==> src/rtl/plot_arbiter.sv <==
// Two-requester cell painter: grants one board cell at a time and scans its pixels to the VGA adapter.
// Define PLOT_ARB_CURSOR_RING_EN to draw the cursor (sel 3) as a border ring only.
module plot_arbiter #(
    parameter int CELL     = 14,
    parameter int X_ORIGIN = 24,
    parameter int Y_ORIGIN = 4
) (
    input  logic        clock,
    input  logic        resetn,
    input  logic        req0,
    input  logic        req1,
    input  logic [2:0]  x0,
    input  logic [2:0]  y0,
    input  logic [2:0]  x1,
    input  logic [2:0]  y1,
    input  logic [1:0]  sel0,
    input  logic [1:0]  sel1,
    output logic        ack0,
    output logic        ack1,
    output logic        done0,
    output logic        done1,
    output logic [7:0]  x_out,
    output logic [6:0]  y_out,
    output logic [17:0] colour,
    output logic        plot,
    output logic        busy
);

    localparam int CW = $clog2(CELL + 1);

    typedef enum logic [1:0] {
        IDLE,
        DRAW,
        DONE
    } state_t;

    state_t state, nstate;

    logic          rr, n_rr;
    logic          cid, n_cid;
    logic [2:0]    cx, n_cx;
    logic [2:0]    cy, n_cy;
    logic [1:0]    csel, n_sel;
    logic [CW-1:0] dx, n_dx;
    logic [CW-1:0] dy, n_dy;
    logic          fin, n_fin;

    logic          n_ack0, n_ack1, n_done0, n_done1, n_plot;
    logic [7:0]    n_x;
    logic [6:0]    n_y;
    logic [17:0]   n_col;

    logic          win;
    logic          dx_last, dy_last, border;
    logic [7:0]    px;
    logic [6:0]    py;
    logic [17:0]   fill, pcol;
    logic          draw_px;

    assign busy    = (state != IDLE);
    assign dx_last = (dx == CW'(CELL - 1));
    assign dy_last = (dy == CW'(CELL - 1));
    assign border  = (dx == '0) || (dy == '0) || dx_last || dy_last;

    assign px = 8'(X_ORIGIN + int'(cx) * CELL + int'(dx));
    assign py = 7'(Y_ORIGIN + int'(cy) * CELL + int'(dy));

    always_comb begin
        fill    = 18'h00FC0;
        draw_px = 1'b1;
        unique case (csel)
            2'd0: fill = 18'h00FC0;
            2'd1: fill = 18'h00000;
            2'd2: fill = 18'h3FFFF;
            2'd3: fill = 18'h3FFC0;
        endcase
        pcol = border ? 18'h00000 : fill;
`ifdef PLOT_ARB_CURSOR_RING_EN
        if (csel == 2'd3) begin
            pcol    = 18'h3FFC0;
            draw_px = border;
        end
`endif
    end

    always_comb begin
        nstate  = state;
        n_rr    = rr;
        n_cid   = cid;
        n_cx    = cx;
        n_cy    = cy;
        n_sel   = csel;
        n_dx    = dx;
        n_dy    = dy;
        n_fin   = fin;
        n_ack0  = 1'b0;
        n_ack1  = 1'b0;
        n_done0 = 1'b0;
        n_done1 = 1'b0;
        n_plot  = 1'b0;
        n_x     = x_out;
        n_y     = y_out;
        n_col   = colour;
        win     = 1'b0;
        unique case (state)
            IDLE: begin
                if (req0 || req1) begin
                    // rr names the requester favoured on a tie
                    win    = (req0 && req1) ? rr : req1;
                    n_rr   = ~win;
                    n_cid  = win;
                    n_cx   = win ? x1 : x0;
                    n_cy   = win ? y1 : y0;
                    n_sel  = win ? sel1 : sel0;
                    n_dx   = '0;
                    n_dy   = '0;
                    n_fin  = 1'b0;
                    n_ack0 = ~win;
                    n_ack1 = win;
                    nstate = DRAW;
                end
            end
            DRAW: begin
                if (fin) begin
                    n_done0 = ~cid;
                    n_done1 = cid;
                    nstate  = DONE;
                end else begin
                    n_plot = draw_px;
                    if (draw_px) begin
                        n_x   = px;
                        n_y   = py;
                        n_col = pcol;
                    end
                    if (dx_last) begin
                        n_dx = '0;
                        if (dy_last) n_fin = 1'b1;
                        else         n_dy  = dy + 1'b1;
                    end else begin
                        n_dx = dx + 1'b1;
                    end
                end
            end
            DONE: nstate = IDLE;
            default: nstate = IDLE;
        endcase
    end

    always_ff @(posedge clock or negedge resetn) begin
        if (!resetn) begin
            state <= IDLE;
        end else begin
            state <= nstate;
        end
    end

    always_ff @(posedge clock or negedge resetn) begin
        if (!resetn) begin
            rr     <= 1'b0;
            cid    <= 1'b0;
            cx     <= '0;
            cy     <= '0;
            csel   <= '0;
            dx     <= '0;
            dy     <= '0;
            fin    <= 1'b0;
            ack0   <= 1'b0;
            ack1   <= 1'b0;
            done0  <= 1'b0;
            done1  <= 1'b0;
            plot   <= 1'b0;
            x_out  <= '0;
            y_out  <= '0;
            colour <= '0;
        end else begin
            rr     <= n_rr;
            cid    <= n_cid;
            cx     <= n_cx;
            cy     <= n_cy;
            csel   <= n_sel;
            dx     <= n_dx;
            dy     <= n_dy;
            fin    <= n_fin;
            ack0   <= n_ack0;
            ack1   <= n_ack1;
            done0  <= n_done0;
            done1  <= n_done1;
            plot   <= n_plot;
            x_out  <= n_x;
            y_out  <= n_y;
            colour <= n_col;
        end
    end

endmodule

==> config.mk <==
export PLATFORM = sky130hd
export DESIGN_NAME = plot_arbiter
export DESIGN_NICKNAME = d
export VERILOG_FILES = /design/src/rtl/plot_arbiter.sv
export SDC_FILE = /design/constraint.sdc
export NUM_CORES = 1
export LEC_CHECK = 0
export CAP_MARGIN = 15
export CORE_ASPECT_RATIO = 1.4
export CORE_MARGIN = 3
export CORE_UTILIZATION = 55
export CTS_CLUSTER_DIAMETER = 60
export DETAILED_ROUTE_END_ITERATION = 12
export PLACE_DENSITY = 0.84
export REMOVE_ABC_BUFFERS = 1
export SLEW_MARGIN = 20
export SYNTH_ARGS = -nofsm -noshare
export SYNTH_HDL_FRONTEND = slang
export SYNTH_SLANG_ARGS = --single-unit
==> constraint.sdc <==
create_clock -name clock -period 7.9 [get_ports clock]
set_input_delay 1.58 -clock clock [delete_from_list [all_inputs] [get_ports clock]]
set_output_delay 1.58 -clock clock [all_outputs]
set_load 0.005 [all_outputs]
# Word level (Yosys, flattened, before mapping)
# Index checks and enable logic that the tools add are counted.
[classes]
bitwise = 3
add_sub_neg = 6
n_mux = 32
reduce_logical = 17
multipliers = 2
n_eq_ne = 11
[ops]
columns = ["op", "count"]
rows = [
  ["18-bit case mux with 4 select lines", 1],
  ["4-bit 2-to-1 mux", 6],
  ["18-bit 2-to-1 mux", 1],
  ["4-bit case mux with 2 select lines", 2],
  ["1-bit 2-to-1 mux", 15],
  ["3-bit by 3-bit multiplier with 6-bit output (second input constant)", 2],
  ["2-bit != test (second input constant)", 5],
  ["4-bit by 1-bit adder with 4-bit output (second input constant)", 2],
  ["5-bit by 7-bit adder with 8-bit output (first input constant)", 1],
  ["8-bit by 4-bit adder with 8-bit output", 1],
  ["4-bit == test (second input constant)", 2],
  ["4-bit zero test", 2],
  ["2-bit AND reduction", 4],
  ["3-bit by 7-bit adder with 7-bit output (first input constant)", 1],
  ["7-bit by 4-bit adder with 7-bit output", 1],
  ["2-bit 2-to-1 mux", 3],
  ["3-bit 2-to-1 mux", 2],
  ["5-bit AND reduction", 1],
  ["2-bit by 1-bit == test with 1-bit output (second input constant)", 2],
  ["2-bit == test (second input constant)", 2],
  ["2-bit zero test", 2],
  ["1-bit logical OR", 4],
  ["2-bit case mux with 2 select lines", 1],
  ["2-bit nonzero test", 2],
  ["4 further kinds", 6],
]
[totals]
output_inout_bits = 39
wordCells = 88
reg_bits = 59
input_bits = 20

# Logic depth before layout (Yosys ltp)
# Gate-level depths: netlist of run 1.
[depth]
word_depth = 5
mapped_depth = 11
depth_no_buf = 11

# Worst setup path before layout of run 1
# OpenSTA, ideal clock, no wires.
[synth_timing]
path_kind = "input -> register"
from = "input req1"
to = "register dy[0]"
slack_ns = 5.282
t_required_ns = 7.775
stages = 4
arrival_ns = 2.493
cell_sequence = "or2_1 a21oi_2 or3_4 mux2_4"
[synth_between]
elab_chain_len = 3
[synth_rtl]
columns = ["item", "line_no", "rtl"]
rows = [
  ["start: declaration", "11", "input logic req1,"],
  ["1-bit logical OR", "107", "if (req0 || req1) begin"],
  ["2-bit != test (no source line)", "-", ""],
  ["5-bit AND reduction (no source line)", "-", ""],
  ["end signal: assignment", "182", "dy <= n_dy;"],
  ["end: declaration", "45", "logic [CW-1:0] dy, n_dy;"],
]
# Every way passes these cells.
# A chain may end at the register's enable or synchronous reset.

# Worst setup path after layout of run 1
[layout_timing]
from = "register state[1]"
to = "output busy"
[layout_between]
elab_chain_len = 1
[layout_rtl]
columns = ["item", "line_no", "rtl"]
rows = [
  ["start: declaration", "37", "state_t state, nstate;"],
  ["start signal: assignment", "153", "state <= nstate;"],
  ["2-bit nonzero test", "60", "assign busy = (state != IDLE);"],
  ["end: declaration", "26", "output logic busy"],
]
# Every way passes these cells.

==> summary.md, run 1 <==
| Metric | Value |
|---|---|
| CTS sink count | 44 |
| Initial Util | 0.582 |
| Synth area leaders | dfrtp_1, ha_1, fa_1, nand2_1, inv_1 |
| Antenna Cells | 0 |
| CP arrival | 1.49 ns |
| Crit share post-route | 0.389 |
| Fin area | 0.00335 mm^2 |
| YS warnings | 0 |
| CP endpoint kind | output port |
| TNS Setup | 0 ns |
| Startpoint types | flop |
| Final worst slack | just under 5 ns |
| Least-Margin Pin Slew | 0.969 ns |
| Vias | around 2000 |
| Post-synth top area share | 0.407 |
| Global-route wire length before repair | just over 9000 um |
| IO buf count | 58 |
| Post-CTS sizing | 0 |
| Rows | 29 |
| Setup-failing EPs final | 0 |
| CP max FO | 4 |
| Setup CP Type | flop to output port |
| Switching part of the total | 0.376 |
| TritonRoute pass-1 iters | 4 |
| Ratio of cells with drive above 1 in the final layout | 0.0528 |
| Seq/Total Area, Yosys | 0.407 |
| Congestion Overflow GR | 0 |
| Clock skew | just over 0.004 ns |
| Status | finished clean |
| Total Routing Usage GR | 0.208 |
| Die X | 65.2 um |
| Routed wire length | ~5500 um |
| Worst path max stage delay | between 0.4 and 0.5 ns |
| Final Critical Period | roughly 3.1 ns |
| Hold WC Path Type | flop to flop |
| CTS buffer count | 5 |
| NetSw | around 480 uW |
| Leakage power | approximately 1.6 nW |
| Most used DFF post-synth | dfrtp_1 |
| Routed len/inst | between 10 and 15 um |
| I/O pins | 59 |
| Peak supply drop | between 0.2 and 0.25 mV |
| Clock network power share | 0.149 |
| CTS Hold Bufs | 0 |
| Post-Syn Area | approximately 0.0027 mm^2 |
| Detail Route Antenna Nets | 0 |
| Max Cap Viol | 0 |
| Worst-case clock buffer depth | 2 |
| EDFF count, synth | 0 |
| Clock latency on the worst-skew pair | between 0.2 and 0.3 ns |
| Commonest non-fill, non-tap cell in the layout | clkdlybuf4s50_1 |
| Final Hold Fails | 0 |
| Root Buffer | clkbuf_8 |
| Max Fclk | between 0.3 and 0.4 GHz |
| Syn avg cell area | between 9 and 10 um^2 |
| Number of synthesized register bits | 44 |
| Vias in the first global route | 2081 |
| Most frequent cells in the layout | clkdlybuf4s50_1, dfrtp_1, nand2_1 |
| Placed Area | between 0.003 and 0.004 mm^2 |
| Initial antenna violation count | 0 |
| GPL Wtd Cong | just over 0.8 |
| Slowest stage cell, crit path | clkdlybuf4s50_1 |
| Logic pwr share | 0.547 |
| Largest net degree at the start of global routing | 45 |
| Die Ht | between 80 and 90 um |
| Synth Instances | roughly 280 |
| Area growth syn-to-layout | 24.0% |
| TritonCTS clock tree | yes |
| Final hold slack | about 0.48 ns |
| # DRC | 0 |
| Dpl hpwl | between 4000 and 5000 um |
| Vias/cell | about 5.2 |
| Iteration-0 DRC Markers | just over 50 |
| Clock slew at reported path FFs | ~0.080 ns |
| Fin nets | 378 |
| Pwr Density | approximately 380 mW/mm^2 |
| Yosys top cell by area | dfrtp_1 |
| Slew Limit Fails | 0 |
| Pre-CTS setup slack | 4.37 ns |
| P_int | between 700 and 800 uW |
| Seq pwr share | 0.304 |
| Critical Path RT | between 6 and 7 ns |
| H-Tree Depth | 2 |
| RSZ-0062 raised after global routing | false |
| FFs w/ async S/R, synth | 1.00 |
| Final Core Density | 0.721 |
| CP Cell Sequence | nor2_1 -> inv_1 -> clkdlybuf4s50_1 |
| Netlist cell types | 42 |
| Core area | 0.00464 mm^2 |
| Setup Fix Bufs, Post-CTS | 0 |
| Max_slew headroom | 0.354 |
| Die area | 0.00580 mm^2 |
==> flip-flops by register name, summed over array words and instances, names as in the netlist, 2 cells and up <==
| register | count |
|---|---|
| x_out | 8 |
| y_out | 7 |
| dy | 4 |
| state | 2 |
| dx | 4 |
| csel | 2 |
| cx | 3 |
| cy | 3 |
| colour | 3 |
==> worst paths after layout <==
kind	start	endpoint	slack, ns	cells after the start
min in group asynchronous	resetn	y_out[5]	1.43	1
max in group asynchronous	resetn	x_out[0]	5.86	1
hold / removal	cid	done0	0.48	1
hold reg to reg	cid	done0	0.48	1
setup reg to reg	cx[1]	x_out[6]	5.08	9
setup / recovery	state[1]	busy	4.83	3
==> layer usage <==
layer	wire [um]	up-vias	share of wire	global-route usage
met5	0	-	0	0
met4	59	0	0.011	0.0585
met3	187	6	0.034	0.0377
met2	3110	42	0.56	0.404
met1	2150	970	0.39	0.230
li1	-	980	-	-
==> critical path: cells and delay by family (launching register included) <==
| family | cells | cell delay, ns |
|---|---|---|
| flip-flops | 1 | 0.42 |
| buffers and inverters | 2 | 0.53 |
| AND/OR/NAND/NOR | 1 | 0.26 |
==> synthesized netlist by cell type, types with 5 or more instances <==
master,n
buf_4,15
nand2_1,41
xor2_1,5
dfrtp_1,44
nor2_1,11
fa_1,8
o21ai_0,8
o21ai_1,19
inv_1,34
a21o_1,5
a21oi_1,7
mux2i_1,9
ha_1,29
clkbuf_1,6
==> power groups by stage <==
stage | sequential (mW) | clock, mW | combinational [mW]
4_1_cts | 0.385 | 0.191 | 0.705
2_1_floorplan | 0.385 | 0 | 0.411
3_3_place_gp | 0.384 | 0 | 0.651
3_5_place_dp | 0.389 | 0 | 0.692
5_1_grt | 0.399 | 0.199 | 0.790
6_report | 0.384 | 0.188 | 0.691
==> cell type report <==
cell class | instances | area (um^2)
well taps | 62 | 77.6
repair buffers | 58 | 576
inverters | 36 | 140
flip-flops and latches | 44 | 1100
fillers | 370 | 1290
multi-input cells | 176 | 1330
clock buffers | 7 | 96.3
clock inverters | 1 | 30.0
==> kinds of logic after synthesis <==
kind of cell             synth area share
AO/OA/AOI/OAI                       0.109
flip-flops                          0.407
AND/OR/NAND/NOR                     0.124
multiplexers                       0.0389
adder cells (fa/ha/maj)             0.194
buffers and inverters               0.102
XOR/XNOR                           0.0259
==> metrics by stage <==
stage          std cells  power (mW)
2_1_floorplan        256       0.796
5_1_grt              384        1.39
4_1_cts              384        1.28
6_report             384        1.26
3_3_place_gp         376        1.03
3_5_place_dp         376        1.08
No activity file was read; power rests on OpenSTA's default activity.
==> run 2, diff against run 1 <==
--- a/config.mk
+++ b/config.mk
@@ -8,10 +8,10 @@
 export CAP_MARGIN = 15
 export CORE_ASPECT_RATIO = 1.4
 export CORE_MARGIN = 3
-export CORE_UTILIZATION = 55
+export CORE_UTILIZATION = 51
 export CTS_CLUSTER_DIAMETER = 60
 export DETAILED_ROUTE_END_ITERATION = 12
-export PLACE_DENSITY = 0.84
+export PLACE_DENSITY = 0.78
 export REMOVE_ABC_BUFFERS = 1
 export SLEW_MARGIN = 20
 export SYNTH_ARGS = -nofsm -noshare
==> constraint.sdc (replaced) <==
create_clock -name clock -period 2.85 [get_ports clock]
set_input_delay 0.57 -clock clock [delete_from_list [all_inputs] [get_ports clock]]
set_output_delay 0.57 -clock clock [all_outputs]
set_load 0.005 [all_outputs]
==> summary.md, run 2 (synthesis results as in run 1) <==
| Metric | Value |
|---|---|
| Clock latency on the worst-skew pair | 0.29 ns (about the same) |
| Core area | 0.00499 mm^2 (+7.5%) |
| Max Fclk | ~0.37 GHz |
| Final Hold Fails | 0 (unchanged) |
| Congestion Overflow GR | 0 (unchanged) |
| Ratio of cells with drive above 1 in the final layout | 0.0646 (+0.0118) |
| I/O pins | 59 (unchanged) |
| Rows | 30 (+3.4%) |
| Vias | 1948 (-2.5%) |
| Critical path's top delay family | adder cells |
| CP max FO | 5 (+1) |
| CP Cell Sequence | fa_1 -> ha_1 -> inv_1 -> ha_1 -> fa_1 -> nand2b_1 -> a21oi_1 -> xor2_1 -> o21ai_0 |
| Root Buffer | clkbuf_8 |
| CP endpoint | x_out[6] |
| Max Cap Viol | 0 (unchanged) |
| Die X | 67.5 um (+3.5%) |
| Detail Route Antenna Nets | 0 (unchanged) |
| CTS sink count | 44 (unchanged) |
| Final Core Density | 0.676 (-0.0455) |
| Die Ht | 92.1 um (+3.6%) |
| # DRC | 0 (unchanged) |
| TritonRoute pass-1 iters | 4 (unchanged) |
| Pwr Density | 1020 mW/mm^2 (+170%) |
| Max reg flops | 8 (unchanged) |
| Routed len/inst | 13.0 um (-9.4%) |
| Crit share post-route | 0.953 |
| FF+latch area | 0.00110 mm^2 (+0.23%) |
| Startpoint types | flop |
| CP arrival | 2.89 ns (+1.40 ns) |
| Initial antenna violation count | 0 (unchanged) |
| Setup Fix Bufs, Post-CTS | 0 (unchanged) |
| Most frequent cells in the layout | clkdlybuf4s50_1, dfrtp_1, nand2_1 |
| CTS buffer count | 5 (unchanged) |
| RSZ-0062 raised after global routing | false |
| R2r startpoint | cx[0] |
| IO buf count | 58 (unchanged) |
| Vias/cell | 5.01 (-3.8%) |
| Worst Path Buf+Inv | 1 (-1) |
| Multi-input gate area | 0.00133 mm^2 (-0.28%) |
| GPL Wtd Cong | 0.779 (-4.0%) |
| Clock skew | 0.00408 ns (+0.0000369 ns) |
| CP endpoint kind | flop |
| Least-Margin Pin Slew | 0.961 ns (-0.00875 ns) |
| Vias in the first global route | 1988 (-4.5%) |
| Critical Path RT | 3.02 ns (-3.30 ns) |
| Worst path max stage delay | 0.49 ns (+0.04 ns) |
| TNS Setup | 0 ns (unchanged) |
| Global-route wire length before repair | 8870 um (-4.4%) |
| Clock slew at reported path FFs | 0.08 ns (about the same) |
| Routed wire length | 5060 um (-8.2%) |
| Setup-failing EPs final | 0 (unchanged) |
| Slew Limit Fails | 0 (unchanged) |
| Status | finished clean |
| Slowest stage cell, crit path | fa_1 |
| CTS Hold Bufs | 0 (unchanged) |
| Commonest non-fill, non-tap cell in the layout | clkdlybuf4s50_1 |
| Critical path depth in cells | 9 (+6) |
| Iteration-0 DRC Markers | 81 (+59%) |
| Largest net degree at the start of global routing | 45 (unchanged) |
| Fillers | 417 (+13%) |
| TritonCTS clock tree | yes |
| Final Critical Period | 2.72 ns |
| Worst-case reg-to-reg path depth | 9 (unchanged) |
| Area growth syn-to-layout | 24.9% |
| Worst Setup SP | cx[0] |
| Fin nets | 381 (+0.79%) |
| Antenna Cells | 0 (unchanged) |
| Total Routing Usage GR | 0.187 (-0.0219) |
| Post-CTS sizing | 0 (unchanged) |
| Leakage power | 1.64 nW (+0.64%) |
| Setup CP Type | flop to flop |
| Worst-case clock buffer depth | 2 (unchanged) |
| Worst R2R Setup Slack | 0.13 ns (-4.95 ns) |
| Peak supply drop | 0.459 mV (+110%) |
| H-Tree Depth | 2 (unchanged) |
| Top flop regs | x_out: 8 flops, y_out: 7 flops |
| Initial Util | 0.541 (-0.0405) |
| Dpl hpwl | 3890 um (-6.2%) |
| Largest Register | x_out |
| R2R Path End | x_out[6] |
| Die area | 0.00622 mm^2 (+7.2%) |
| Max_slew headroom | 0.360 (+0.00583) |
| Hold WC Path Type | input pin to asynchronous set/reset pin |
==> run 2: per-stage QoR <==
step | cells | hold WS [ns] | total power [mW] | setup slack [ns] | instance area [um^2]
floorplan | 256 | 0.274 | 2.21 | 0.252 | 2570
global placement | 381 | 0.461 | 2.88 | 0.213 | 3250
detailed placement | 381 | 0.461 | 2.95 | 0.111 | 3250
CTS | 389 | 0.460 | 3.49 | 0.100 | 3370
global route | 389 | 0.496 | 3.80 | 0.0143 | 3370
finish | 389 | 0.424 | 3.44 | 0.134 | 3370
==> run 2: power by group <==
| part | switching, mW | internal, mW | leakage [nW] |
|---|---|---|---|
| combinational | 0.859 | 1.01 | 1.04 |
| sequential | 0.194 | 0.859 | 0.544 |
| clock | 0.204 | 0.309 | 0.0645 |
| total | 1.26 | 2.18 | 1.64 |
==> run 2: area by class of cell <==
class                      count  area share
sequential                    44       0.327
clock inverter                 1     0.00890
timing repair buffer          61       0.177
tap                           64      0.0237
inverter                      36      0.0415
clock buffer                   7      0.0286
multi-input combinational    176       0.393
==> run 2: routing by layer <==
metal  routed length, um  up-vias  GRT usage  share of wire
met5                   0        -          0              0
met4                  87        0     0.0795          0.017
met3                 250        6     0.0429          0.049
met2                2670       50      0.314           0.53
met1                2050      906      0.221           0.41
li1                    -      986          -              -
==> run 2: worst min-delay path by stage <==
stage               end  slack [ns]  cells past startpoint
4_1_cts           cy[1]        0.46                      1
3_3_place_gp   x_out[1]        0.46                      2
5_1_grt        x_out[3]        0.50                      1
6_report       y_out[4]        0.42                      1
2_1_floorplan      ack0        0.27                      0
3_5_place_dp   y_out[1]        0.46                      2
